$ cat src/rtl/forward_scoreboard.sv
// Forwarding and load-use hazard unit beside the ID/EX register: a shadow shift register of
// destination state for EX and DEPTH later stages drives the bypass selects and the ID stall.
module forward_scoreboard #(
    parameter int DEPTH      = 2,
    parameter int LOAD_READY = 2,
    parameter int SEL_W      = $clog2(DEPTH + 1)
) (
    input  logic             clk,
    input  logic             reset,
    input  logic             id_valid,
    input  logic [6:0]       id_opcode,
    input  logic [4:0]       id_rs1,
    input  logic [4:0]       id_rs2,
    input  logic [4:0]       id_rd,
    input  logic             id_reg_write,
    input  logic             id_is_load,
    input  logic             flush,
    input  logic             stall_ext,
    output logic [SEL_W-1:0] fwd_rs1,
    output logic [SEL_W-1:0] fwd_rs2,
    output logic             stall_id,
    output logic [15:0]      stall_count,
    output logic             hazard_err
);

    localparam logic [6:0] OP_ARITH  = 7'b0110011;
    localparam logic [6:0] OP_IMM    = 7'b0010011;
    localparam logic [6:0] OP_LOAD   = 7'b0000011;
    localparam logic [6:0] OP_STORE  = 7'b0100011;
    localparam logic [6:0] OP_BRANCH = 7'b1100011;
    localparam logic [6:0] OP_JALR   = 7'b1100111;
    localparam logic [6:0] OP_SYSTEM = 7'b1110011;

    // Slot 0 is EX, slots 1..DEPTH are the later stages.
    logic [DEPTH:0] valid_q;
    logic [DEPTH:0] wr_q;
    logic [DEPTH:0] ld_q;
    logic [4:0]     rd_q [0:DEPTH];
    logic [4:0]     ex_rs1_q;
    logic [4:0]     ex_rs2_q;
    logic           ex_use1_q;
    logic           ex_use2_q;

    logic           ex_use1;
    logic           ex_use2;
    logic           id_use1;
    logic           id_use2;
    logic [4:0]     id_src1;
    logic [DEPTH:0] live;
    logic [DEPTH:0] m_ex1;
    logic [DEPTH:0] m_ex2;
    logic [DEPTH:0] m_id1;
    logic [DEPTH:0] m_id2;
    logic           hit1;
    logic           hit2;
    logic           haz1;
    logic           haz2;
    logic           take;

    // Only fields the opcode actually reads may forward or stall; ECALL reads a7 implicitly.
    always_comb begin
        id_use1 = 1'b0;
        id_use2 = 1'b0;
        id_src1 = id_rs1;
        case (id_opcode)
            OP_ARITH, OP_STORE, OP_BRANCH: begin
                id_use1 = 1'b1;
                id_use2 = 1'b1;
            end
            OP_IMM, OP_LOAD, OP_JALR: id_use1 = 1'b1;
            OP_SYSTEM: begin
                id_use1 = 1'b1;
                id_src1 = 5'd17;
            end
            default: ;
        endcase
    end

    assign ex_use1 = valid_q[0] & ex_use1_q;
    assign ex_use2 = valid_q[0] & ex_use2_q;

    always_comb begin
        live  = '0;
        m_ex1 = '0;
        m_ex2 = '0;
        m_id1 = '0;
        m_id2 = '0;
        for (int p = 0; p <= DEPTH; p++) begin
            live[p]  = valid_q[p] & wr_q[p] & (rd_q[p] != 5'd0);
            m_ex1[p] = live[p] & (rd_q[p] == ex_rs1_q);
            m_ex2[p] = live[p] & (rd_q[p] == ex_rs2_q);
            m_id1[p] = live[p] & (rd_q[p] == id_src1);
            m_id2[p] = live[p] & (rd_q[p] == id_rs2);
        end
    end

    // Scanning oldest to youngest lets the nearest producer overwrite older ones.
    always_comb begin
        fwd_rs1 = '0;
        fwd_rs2 = '0;
        haz1    = 1'b0;
        haz2    = 1'b0;
        for (int k = DEPTH; k >= 1; k--) begin
            if (ex_use1 && m_ex1[k]) begin
                fwd_rs1 = SEL_W'(k);
                haz1    = ld_q[k] && (k < LOAD_READY);
            end
            if (ex_use2 && m_ex2[k]) begin
                fwd_rs2 = SEL_W'(k);
                haz2    = ld_q[k] && (k < LOAD_READY);
            end
        end
    end

    always_comb begin
        hit1 = 1'b0;
        hit2 = 1'b0;
        for (int p = DEPTH; p >= 0; p--) begin
            if (id_use1 && m_id1[p]) hit1 = ld_q[p] && ((p + 1) < LOAD_READY);
            if (id_use2 && m_id2[p]) hit2 = ld_q[p] && ((p + 1) < LOAD_READY);
        end
    end

    // Handshake: id_valid qualifies the id_* fields; stall_id asks upstream to hold them; the
    // instruction enters EX on an edge with id_valid & !stall_id & !flush & !stall_ext.
    assign stall_id = id_valid & ~flush & (hit1 | hit2);
    assign take     = id_valid & ~flush & ~stall_id;

    always_ff @(posedge clk) begin
        if (reset) begin
            valid_q     <= '0;
            stall_count <= 16'd0;
            hazard_err  <= 1'b0;
        end else if (!stall_ext) begin
            for (int k = DEPTH; k >= 1; k--) begin
                valid_q[k] <= valid_q[k-1];
                wr_q[k]    <= wr_q[k-1];
                ld_q[k]    <= ld_q[k-1];
                rd_q[k]    <= rd_q[k-1];
            end
            valid_q[0] <= take;
            wr_q[0]    <= id_reg_write;
            ld_q[0]    <= id_is_load;
            rd_q[0]    <= id_rd;
            ex_rs1_q   <= id_src1;
            ex_rs2_q   <= id_rs2;
            ex_use1_q  <= id_use1;
            ex_use2_q  <= id_use2;
            if (stall_id && (stall_count != 16'hFFFF)) stall_count <= stall_count + 16'd1;
            if (haz1 || haz2) hazard_err <= 1'b1;
        end
    end

endmodule

$ cat config.mk
export PLATFORM = sky130hd
export DESIGN_NAME = forward_scoreboard
export DESIGN_NICKNAME = d
export VERILOG_FILES = /design/src/rtl/forward_scoreboard.sv
export SDC_FILE = /design/constraint.sdc
export NUM_CORES = 1
export LEC_CHECK = 0
export CAP_MARGIN = 20
export CORE_ASPECT_RATIO = 1.2
export CORE_UTILIZATION = 38
export CTS_CLUSTER_DIAMETER = 80
export DETAILED_ROUTE_END_ITERATION = 10
export SLEW_MARGIN = 40
export SYNTH_ARGS = -nofsm -noshare
export SYNTH_HDL_FRONTEND = slang
export SYNTH_SLANG_ARGS = --single-unit
$ cat constraint.sdc
create_clock -name clk -period 3.1 [get_ports clk]
set_input_delay 0.62 -clock clk [delete_from_list [all_inputs] [get_ports clk]]
set_output_delay 0.62 -clock clk [all_outputs]
set_load 0.1 [all_outputs]
==> results of run 1 <==
## per-stage QoR
stage	TNS (ns)	worst slack, ns	utilization [%]
floorplan	-0.4304	-0.4264	-
global placement	-0.08927	-0.08927	50.90
detailed placement	-0.1409	-0.1409	50.90
CTS	0	0.04115	52.77
global route	0	0.01408	53.20
finish	0	0.1078	53.20
## cell families (layout without fill, tap and decap cells)
| logic type | after synthesis | in the layout | share of synthesized area (%) |
|---|---|---|---|
| AO/OA/AOI/OAI | 39 | 39 | 10.88 |
| XOR/XNOR | 29 | 29 | 10.18 |
| adder cells (fa/ha/maj) | 1 | 1 | 0.5014 |
| buffers and inverters | 10 | 82 | 1.805 |
| flip-flops | 52 | 52 | 54.56 |
| multiplexers | 5 | 5 | 2.106 |
| AND/OR/NAND/NOR | 82 | 82 | 19.96 |
## where the power goes
| part | switching [uW] | internal, uW |
|---|---|---|
| clock | 219 | 161 |
| sequential | 21.6 | 760 |
| combinational | 58.3 | 71.5 |
| total | 299 | 992 |
## flip-flops by register name, summed over array words and instances (netlist names)
register,cells
valid_q,3
rd_q,15
ex_rs1_q,5
stall_count,16
ld_q,2
ex_use2_q,1
wr_q,3
ex_rs2_q,5
ex_use1_q,1
hazard_err,1
## how the worst max path moves through the flow
stage | from | end | slack, ns | depth (start not counted)
after global placement | id_opcode[0] | stall_id | -0.09 | 9
after detailed placement | id_opcode[0] | stall_id | -0.14 | 9
after global routing | id_opcode[3] | stall_id | 0.01 | 8
final | id_opcode[3] | stall_id | 0.11 | 8
after floorplan | rd_q[0][6]$_DFFE_PP_ | fwd_rs2[1] | -0.43 | 4
after CTS | id_opcode[3] | stall_id | 0.04 | 9
## cells in the mapped netlist (all sizes together) (3+ instances only)
cell type and instances:
nand3 6, nor3 3, nor3b 4, dfxtp 20, xnor2 19, clkbuf 3
nor2b 6, a21oi 9, and3 4, nand2 8, nand4 5, mux2i 3
or3 6, edfxtp 32, nand2b 3, o211ai 5, or4 7, nor2 17
o21ai 11, nor4 4, inv 6, xor2 10, and4 3
## timing repair
item	4_1_cts	5_1_grt
pin swaps	6	4
setup buffers	2	1
hold buffers	0	0
endpoints found under the setup margin	1	1
resized for setup	12	4
## layer usage
layer | part of all wire (%) | routed length [um]
met5 | 0 | 0
met4 | 1.8 | 99
met3 | 2.5 | 136
met2 | 54 | 2914
met1 | 42 | 2280
## area by class of cell
type	instances	area, um^2	share of cell area [%]
clock buffers	6	72.57	2.143
clock inverters	2	16.27	0.4802
inverters	6	22.52	0.6649
multi-input cells	156	1181	34.87
flip-flops and latches	52	1361	40.19
well taps	85	106.4	3.140
repair buffers	68	626.9	18.51
==> results.ini, run 1 <==
[outcome]
outcome = complete, no violations

[synth]
synth_area_leaders = edfxtp_1 (39%), dfxtp_1 (16%), xnor2_1 (6.7%)
synth_edf_count = 32
yosysTopAreaCell = edfxtp_1
synth-main-ff-cell = edfxtp_1
ys_types = 48
synth_warnings = 0
syn_inst = 218
yosysSeqAreaShare_pct = 54.56
synth_nets = 248
synth_area_um2 = 2495
async_flop_share_pct = 0
ys_seq_elements = 52
syn_area_per_cell_um2 = 11.44
synth_top_area_share_pct = 38.52

[cells_and_area]
nets = 319
design_area_um2 = 3387
drive_above_1_share_pct = 23.45
mostFrequentLayoutCell = buf_4
antennaDiodeCount = 0
fill_cells = 586
layout_common_cells = buf_4 (35), edfxtp_1 (32), dfxtp_1 (20), xnor2_1 (19), clkdlybuf4s50_1 (19)
stdcell_count = 375
area_growth_pct = 35.76

[hold_path]
min_path_cells = 0
hp-class = flop to flop
whs_endpoint = wr_q[2]$_DFFE_PP_
min_from = wr_q[1]$_DFFE_PP_

[setup_path]
critical_path.max_stage_delay_ns = 0.38
cp_num_buf_inv = 3
r2r_slack_ns = 0.71
slowest_stage = a2111oi_1
critical_path_arrival_ns = 2.37
setup.worst_path.class = input pin to primary output
worstRegToRegCells = 9
timing.rr.end = stall_count[4]$_SDFFE_PP0P_
critPathCaptureType = primary output
critPathTopFamily = simple AND/OR/NAND/NOR gates
worstSetupStartpointType = input pin
path_cells = dlygate4sd2_1, nand3b_4, a2111oi_1, buf_4, and4_2, o21ai_2, nor3b_4, buf_12
cp_max_fo = 2
reg2reg_from = rd_q[0][2]$_DFFE_PP_
crit_required_ns = 2.48

[placement]
portBuffers = 50
dp_hpwl_um = 4129
place_area_um2 = 3241
place.gp.congestion = 0.7929
place_inst = 364

[power_and_ir_drop]
total_power_uw = 1291
peakVddDrop_mv = 0.2403
p_leak_uw = 0.001248
p_per_area_nw_per_um2 = 381.2

[flow_run]
timing.max_cap.violations = 0

[timing]
clock.fmax_mhz = 334.2
whs_ns = 0.4549
fin_worst_skew_ns = 0.006465
hold_viol_final = 0
fin_crit_ns = 2.992
rsz0062_at_grt = no
worstMarginPinSlew_ns = 0.4447
slew_viol_final = 0
period_share_pct = 96.52
setup_viol = 0
max_slew_margin_pct = 70.22

[global_route]
met3_usage_pct = 3.434
busiest_layer = met2
met1_usage_pct = 18.68
gr-usage-met2_pct = 30.76
overflow = 0
groute.usage.overall_pct = 16.57
grt_pass1_wl_um = 8956
grt_max_degree = 33
grt_pass1_vias = 1868
antenna_found_initial = 0

[cts]
cts_tree = built
clk_path_buf_depth = 2
htree_levels = 2
cts_made_buffers = 5
clk_latency_ns = 0.30
ctsRootBufferMaster = clkbuf_8
clk_pin_slew_ns = 0.09
cts_sinks = 52

[detailed_routing]
ant_nets = 0
drt_drc_violations_left = 0
routedWlPerCell_um = 14.49
wl_um = 5432
vias = 1890
drt-initial-drc-count = 106
vias_per_cell = 5.040
drt_first_pass_iters = 4

[floorplan]
io_pins = 51
die-width_um = 75.97
core_area_um2 = 6366
die_area_um2 = 6895
row_count = 32
dieHeight_um = 90.76
initial_core_util_pct = 39.19

(Power assumes the default switching activity.)
==> run 2: changes to the inputs <==
--- a/config.mk
+++ b/config.mk
@@ -10,6 +10,7 @@
 export CORE_UTILIZATION = 38
 export CTS_CLUSTER_DIAMETER = 80
 export DETAILED_ROUTE_END_ITERATION = 10
+export SETUP_SLACK_MARGIN = 0.2
 export SLEW_MARGIN = 40
 export SYNTH_ARGS = -nofsm -noshare
 export SYNTH_HDL_FRONTEND = slang
==> run 2 against run 1 <==
Compared with the run above: global-route usage up 0.70 points; non-clock buffer count up 11; worst hold slack better by 0.012 ns; sequential power about the same; highest routed layer unchanged.
==> results.ini, run 2 (synthesized netlist as in run 1, its figures left out) <==
[power_and_ir_drop]
switching_share_pct = 21.78
p_seq_share_pct = 55.7
combPwrFrac_pct = 9.9
p_per_area_nw_per_um2 = 397.9
power.share.clock_pct = 34.4
total_power_uw = 1406
peakVddDrop_mv = 0.2525
p_leak_uw = 0.001321
p_int_uw = 1099
power.switching_uw = 306.1

[timing]
period_share_pct = 97.08
fin_crit_ns = 3.010
rsz0062_at_grt = yes
fin_worst_skew_ns = 0.007370
whs_ns = 0.4672
clock.fmax_mhz = 332.3
max_slew_margin_pct = 74.29
worstMarginPinSlew_ns = 0.3856
hold_viol_final = 0
setup_viol = 0
slew_viol_final = 0

[hold_path]
hp-class = flop to flop

[cells_and_area]
largest_register_ffs = 16
area_growth_pct = 41.57
layout_common_cells = buf_4 (47), edfxtp_1 (32), dfxtp_1 (20), xnor2_1 (19), clkdlybuf4s50_1 (17)
antennaDiodeCount = 0
drive_above_1_share_pct = 29.90
top_register = stall_count
nets = 330
top_regs = stall_count: 16 flops, rd_q: 15 flops
fill_cells = 544
mostFrequentLayoutCell = buf_4

[floorplan]
dieHeight_um = 90.76
core_area_um2 = 6366
row_count = 32
initial_core_util_pct = 39.19
die_area_um2 = 6895
io_pins = 51
die-width_um = 75.97

[cts]
htree_levels = 2
clk_path_buf_depth = 2
clk_latency_ns = 0.30
cts_made_buffers = 5
ctsHoldBuffers = 0
cts_sinks = 52
cts_tree = built
clk_pin_slew_ns = 0.09
ctsRootBufferMaster = clkbuf_8

[detailed_routing]
ant_nets = 0
routedWlPerCell_um = 14.99
drt_first_pass_iters = 4
drt-initial-drc-count = 81
vias = 1943
wl_um = 5785
drt_drc_violations_left = 0
vias_per_cell = 5.034

[setup_path]
critical_path_arrival_ns = 2.39
path_cells = buf_6, nand4b_1, buf_4, o21ai_4, o2111ai_4, nor4_4, o21ai_2, nor3b_4, buf_12
critPathCaptureType = primary output
crit_required_ns = 2.48
worstSetupStartpointType = input pin
cp_max_fo = 3
setup.worst_path.class = input pin to primary output
slowest_stage = nor4_4
critPathTopFamily = simple AND/OR/NAND/NOR gates
critical_path.max_stage_delay_ns = 0.34
cp_num_buf_inv = 3

[global_route]
grt_max_degree = 31
grt_pass1_wl_um = 9301
groute.usage.overall_pct = 17.27
overflow = 0
antenna_found_initial = 0
grt_pass1_vias = 1918

[placement]
dp_hpwl_um = 4252
portBuffers = 50
place.gp.congestion = 0.7490

[flow_run]
timing.max_cap.violations = 0

[outcome]
outcome = complete, no violations

-- run 2: cell types whose count changed in the layout (fill, tap and decap cells not counted), moves of 2 or more --
cell / previous run / this run
o21ai_4: 0 / 2
o21ai_2: 3 / 1
clkbuf_2: 0 / 5
clkdlybuf4s50_1: 19 / 17
buf_4: 35 / 47
dlygate4sd2_1: 8 / 2
-- run 2: layout make-up --
class / count / area, um^2 / area share, %
inverter: 6 / 22.52 / 0.6376
clock buffer: 6 / 82.58 / 2.338
clock inverter: 2 / 38.79 / 1.098
sequential: 52 / 1361 / 38.54
tap: 85 / 106.4 / 3.011
timing repair buffer: 79 / 678.2 / 19.20
multi-input combinational: 156 / 1242 / 35.18
-- run 2: metal layers --
metal  GRT usage, %  part of all wire (%)  wire length (um)
met1          19.60                    42              2413
met2          32.35                    54              3111
met3          3.131                   2.7               156
met4          5.609                   1.8               104
met5              0                     0                 0
-- run 2: timing repair --
action | CTS | global route
buffers inserted | 7 | 6
cloned | 0 | 0
pin swaps | 8 | 8
setup endpoints to repair | 2 | 3
gates resized for setup | 26 | 15
-- run 2: worst paths after layout --
check / cells past startpoint / slack, ns / from / end
max: 9 / 0.09 / id_opcode[2] / stall_id
min: 0 / 0.47 / wr_q[1]$_DFFE_PP_ / wr_q[2]$_DFFE_PP_
max reg2reg: 11 / 0.48 / rd_q[0][3]$_DFFE_PP_ / stall_count[12]$_SDFFE_PP0P_
min reg2reg: 0 / 0.47 / wr_q[1]$_DFFE_PP_ / wr_q[2]$_DFFE_PP_
-- run 2: worst register-to-register path: stages (launching register included) --
cell and delay [ns]:
edfxtp_1 0.53, inv_2 0.13, a2bb2oi_2 0.19, o2111ai_4 0.16, nor4_4 0.34, buf_4 0.16
buf_4 0.09, buf_4 0.09, buf_4 0.13, o21ai_4 0.10, nor3b_1 0.25, mux2_1 0.34
-- run 2: power groups by stage --
stage / Sequential [uW] / Clock (uW) / Combinational [uW]
2_1_floorplan: 792 / 0 / 61.3
3_3_place_gp: 797 / 0 / 127
3_5_place_dp: 798 / 0 / 127
4_1_cts: 782 / 499 / 136
5_1_grt: 786 / 521 / 151
6_report: 782 / 484 / 139
-- run 2: stage by stage --
stage / util, % / setup TNS (ns) / cell area [um^2] / cells / setup WS, ns
after global routing: 55.48 / -0.002607 / 3532 / 386 / -0.002607
after floorplan: - / -0.003993 / 2554 / 218 / -0.003993
after CTS: 54.82 / 0 / 3490 / 380 / 0.1813
final: 55.48 / 0 / 3532 / 386 / 0.09043
after detailed placement: 50.94 / -0.3139 / 3243 / 365 / -0.2325
after global placement: 50.94 / -0.2223 / 3243 / 365 / -0.1956
==> run 3: changes to the inputs <==
==> constraint.sdc (replaced) <==
create_clock -name clk -period 2.6 [get_ports clk]
set_input_delay 0.52 -clock clk [delete_from_list [all_inputs] [get_ports clk]]
set_output_delay 0.52 -clock clk [all_outputs]
set_load 0.1 [all_outputs]
==> run 3 against run 2 <==
Compared with the run above: utilization is 1.8 points higher; critical path depth is the same; via count up 0.51%; power is 12% higher; sequential share of layout area decreased by 0.74 points; worst hold slack got worse by 0.0011 ns; global-route usage grew 0.54 points; first-iteration DRC count grew 1.2%; the run now ends with setup timing left; clock power shrank 5.0%; die area unchanged; final cell count grew 1.0%; cell area increased by 3.3%.
==> results.ini, run 3 (synthesized netlist as in run 1, its figures left out) <==
[outcome]
outcome = finished with violations
violations = setup timing

[hold_path]
min_path_cells = 0
hp-class = flop to flop
min_from = wr_q[1]$_DFFE_PP_
whs_endpoint = wr_q[2]$_DFFE_PP_

[floorplan]
io_pins = 51
die_area_um2 = 6895
initial_core_util_pct = 39.19
row_count = 32
die-width_um = 75.97
dieHeight_um = 90.76
core_area_um2 = 6366

[global_route]
groute.usage.overall_pct = 17.81
antenna_found_initial = 0
grt_pass1_wl_um = 9729
overflow = 0
grt_max_degree = 32
grt_pass1_vias = 2017

[cells_and_area]
design_area_um2 = 3647
largest_register_ffs = 16
nets = 334
top_regs = stall_count: 16 flops, rd_q: 15 flops
area_growth_pct = 46.19
antennaDiodeCount = 0
drive_above_1_share_pct = 40.00
layout_common_cells = buf_4 (45), edfxtp_1 (32), clkdlybuf4s50_1 (15), dfxtp_2 (14), nor2_1 (13)
top_register = stall_count
fill_cells = 544
fin_util_pct = 57.29
mostFrequentLayoutCell = buf_4

[detailed_routing]
drt_drc_violations_left = 0
ant_nets = 0
drt_first_pass_iters = 4
vias = 1953
wl_um = 5804
routedWlPerCell_um = 14.88
vias_per_cell = 5.008
drt-initial-drc-count = 82

[timing]
max_slew_margin_pct = 72.68
hold_viol_final = 0
fin_worst_skew_ns = 0.003324
worstMarginPinSlew_ns = 0.4067
clock.fmax_mhz = 378.8
setup_viol = 1
fin_crit_ns = 2.640
period_share_pct = 101.5
rsz0062_at_grt = yes
fin_ws_ns = -0.04015
slew_viol_final = 0

[cts]
clk_pin_slew_ns = 0.09
htree_levels = 2
clk_latency_ns = 0.30
ctsRootBufferMaster = clkbuf_8
cts_sinks = 52
cts_tree = built
cts_made_buffers = 5
clk_path_buf_depth = 2

[setup_path]
path_cells = buf_2, nand4b_1, buf_4, o21ai_2, o2111ai_2, nor4_4, o21ai_2, nor3b_4, buf_12
worstSetupStartpointType = input pin
critical_path.max_stage_delay_ns = 0.24
critPathTopFamily = simple AND/OR/NAND/NOR gates
cp_num_buf_inv = 3
reg2reg_from = rd_q[0][1]$_DFFE_PP_
crit_required_ns = 2.08
critical_path_arrival_ns = 2.12
cp_common_cell = o21ai_2
slowest_stage = nor3b_4
worstRegToRegCells = 10
setup.worst_path.class = input pin to primary output
timing.rr.end = stall_count[6]$_SDFFE_PP0P_
critPathCaptureType = primary output
cp_max_fo = 3
r2r_slack_ns = 0.33

[flow_run]
timing.max_cap.violations = 0

[placement]
portBuffers = 50
place.gp.congestion = 0.8390
dp_hpwl_um = 4337
place_area_um2 = 3371

[power_and_ir_drop]
p_leak_uw = 0.001368
peakVddDrop_mv = 0.2518
p_per_area_nw_per_um2 = 430.4

[run 3: per-stage QoR]
step	worst slack, ns	TNS (ns)	instances	power [uW]	hold slack [ns]
finish	-0.04015	-0.04015	390	1570	0.4660
global route	-0.1353	-0.1353	390	1632	0.4743
CTS	-0.02815	-0.02815	388	1583	0.4672
detailed placement	-0.5731	-6.506	374	1109	0.4441
global placement	-0.5019	-5.327	374	1109	0.4344
floorplan	-0.3040	-0.7127	218	1018	0.4267
[run 3: routing by layer]
metal	share of wire [%]	wire length (um)	global-route usage [%]
met1	41	2378	19.72
met2	54	3157	34.17
met3	3.1	179	3.131
met4	1.5	89	5.449
met5	0	0	0
[run 3: final cells by class]
type | count | area (um^2) | share of cell area [%]
Clock buffer | 6 | 72.57 | 1.990
Clock inverter | 2 | 16.27 | 0.4460
Inverter | 6 | 22.52 | 0.6175
Multi-Input combinational cell | 156 | 1313 | 35.99
Sequential cell | 52 | 1379 | 37.80
Tap cell | 85 | 106.4 | 2.916
Timing Repair Buffer | 83 | 738.2 | 20.24
[run 3: worst max path at each step]
stage,from,end,cells after the start
5_1_grt,id_opcode[2],stall_id,9
3_3_place_gp,id_opcode[0],stall_id,8
6_report,id_opcode[2],stall_id,9
2_1_floorplan,id_opcode[2],stall_id,6
4_1_cts,rd_q[0][1]$_DFFE_PP_,stall_id,7
3_5_place_dp,id_opcode[0],stall_id,8
[run 3: report_power, final]
part | internal, uW | total [uW] | switching, uW
Clock | 192 | 460 | 268
Sequential | 906 | 932 | 26.3
Combinational | 99.1 | 178 | 79.3
Total | 1200 | 1570 | 373
[run 3: worst register-to-register path: cells and delay by family, from the launching register on]
kind | cells | cell delay [ns]
compound gates | 3 | 0.36
buf+inv | 4 | 0.63
flops | 1 | 0.44
simple gates | 3 | 0.79
[run 3: repair_timing]
action / 4_1_cts / 5_1_grt
endpoints found under the setup margin: 19 / 19
endpoints found under the hold margin: 0 / 0
pin swaps: 22 / 2
buffers inserted: 6 / 2
gates cloned: 0 / 0
hold buffers: 0 / 0
gates resized for setup: 60 / 5
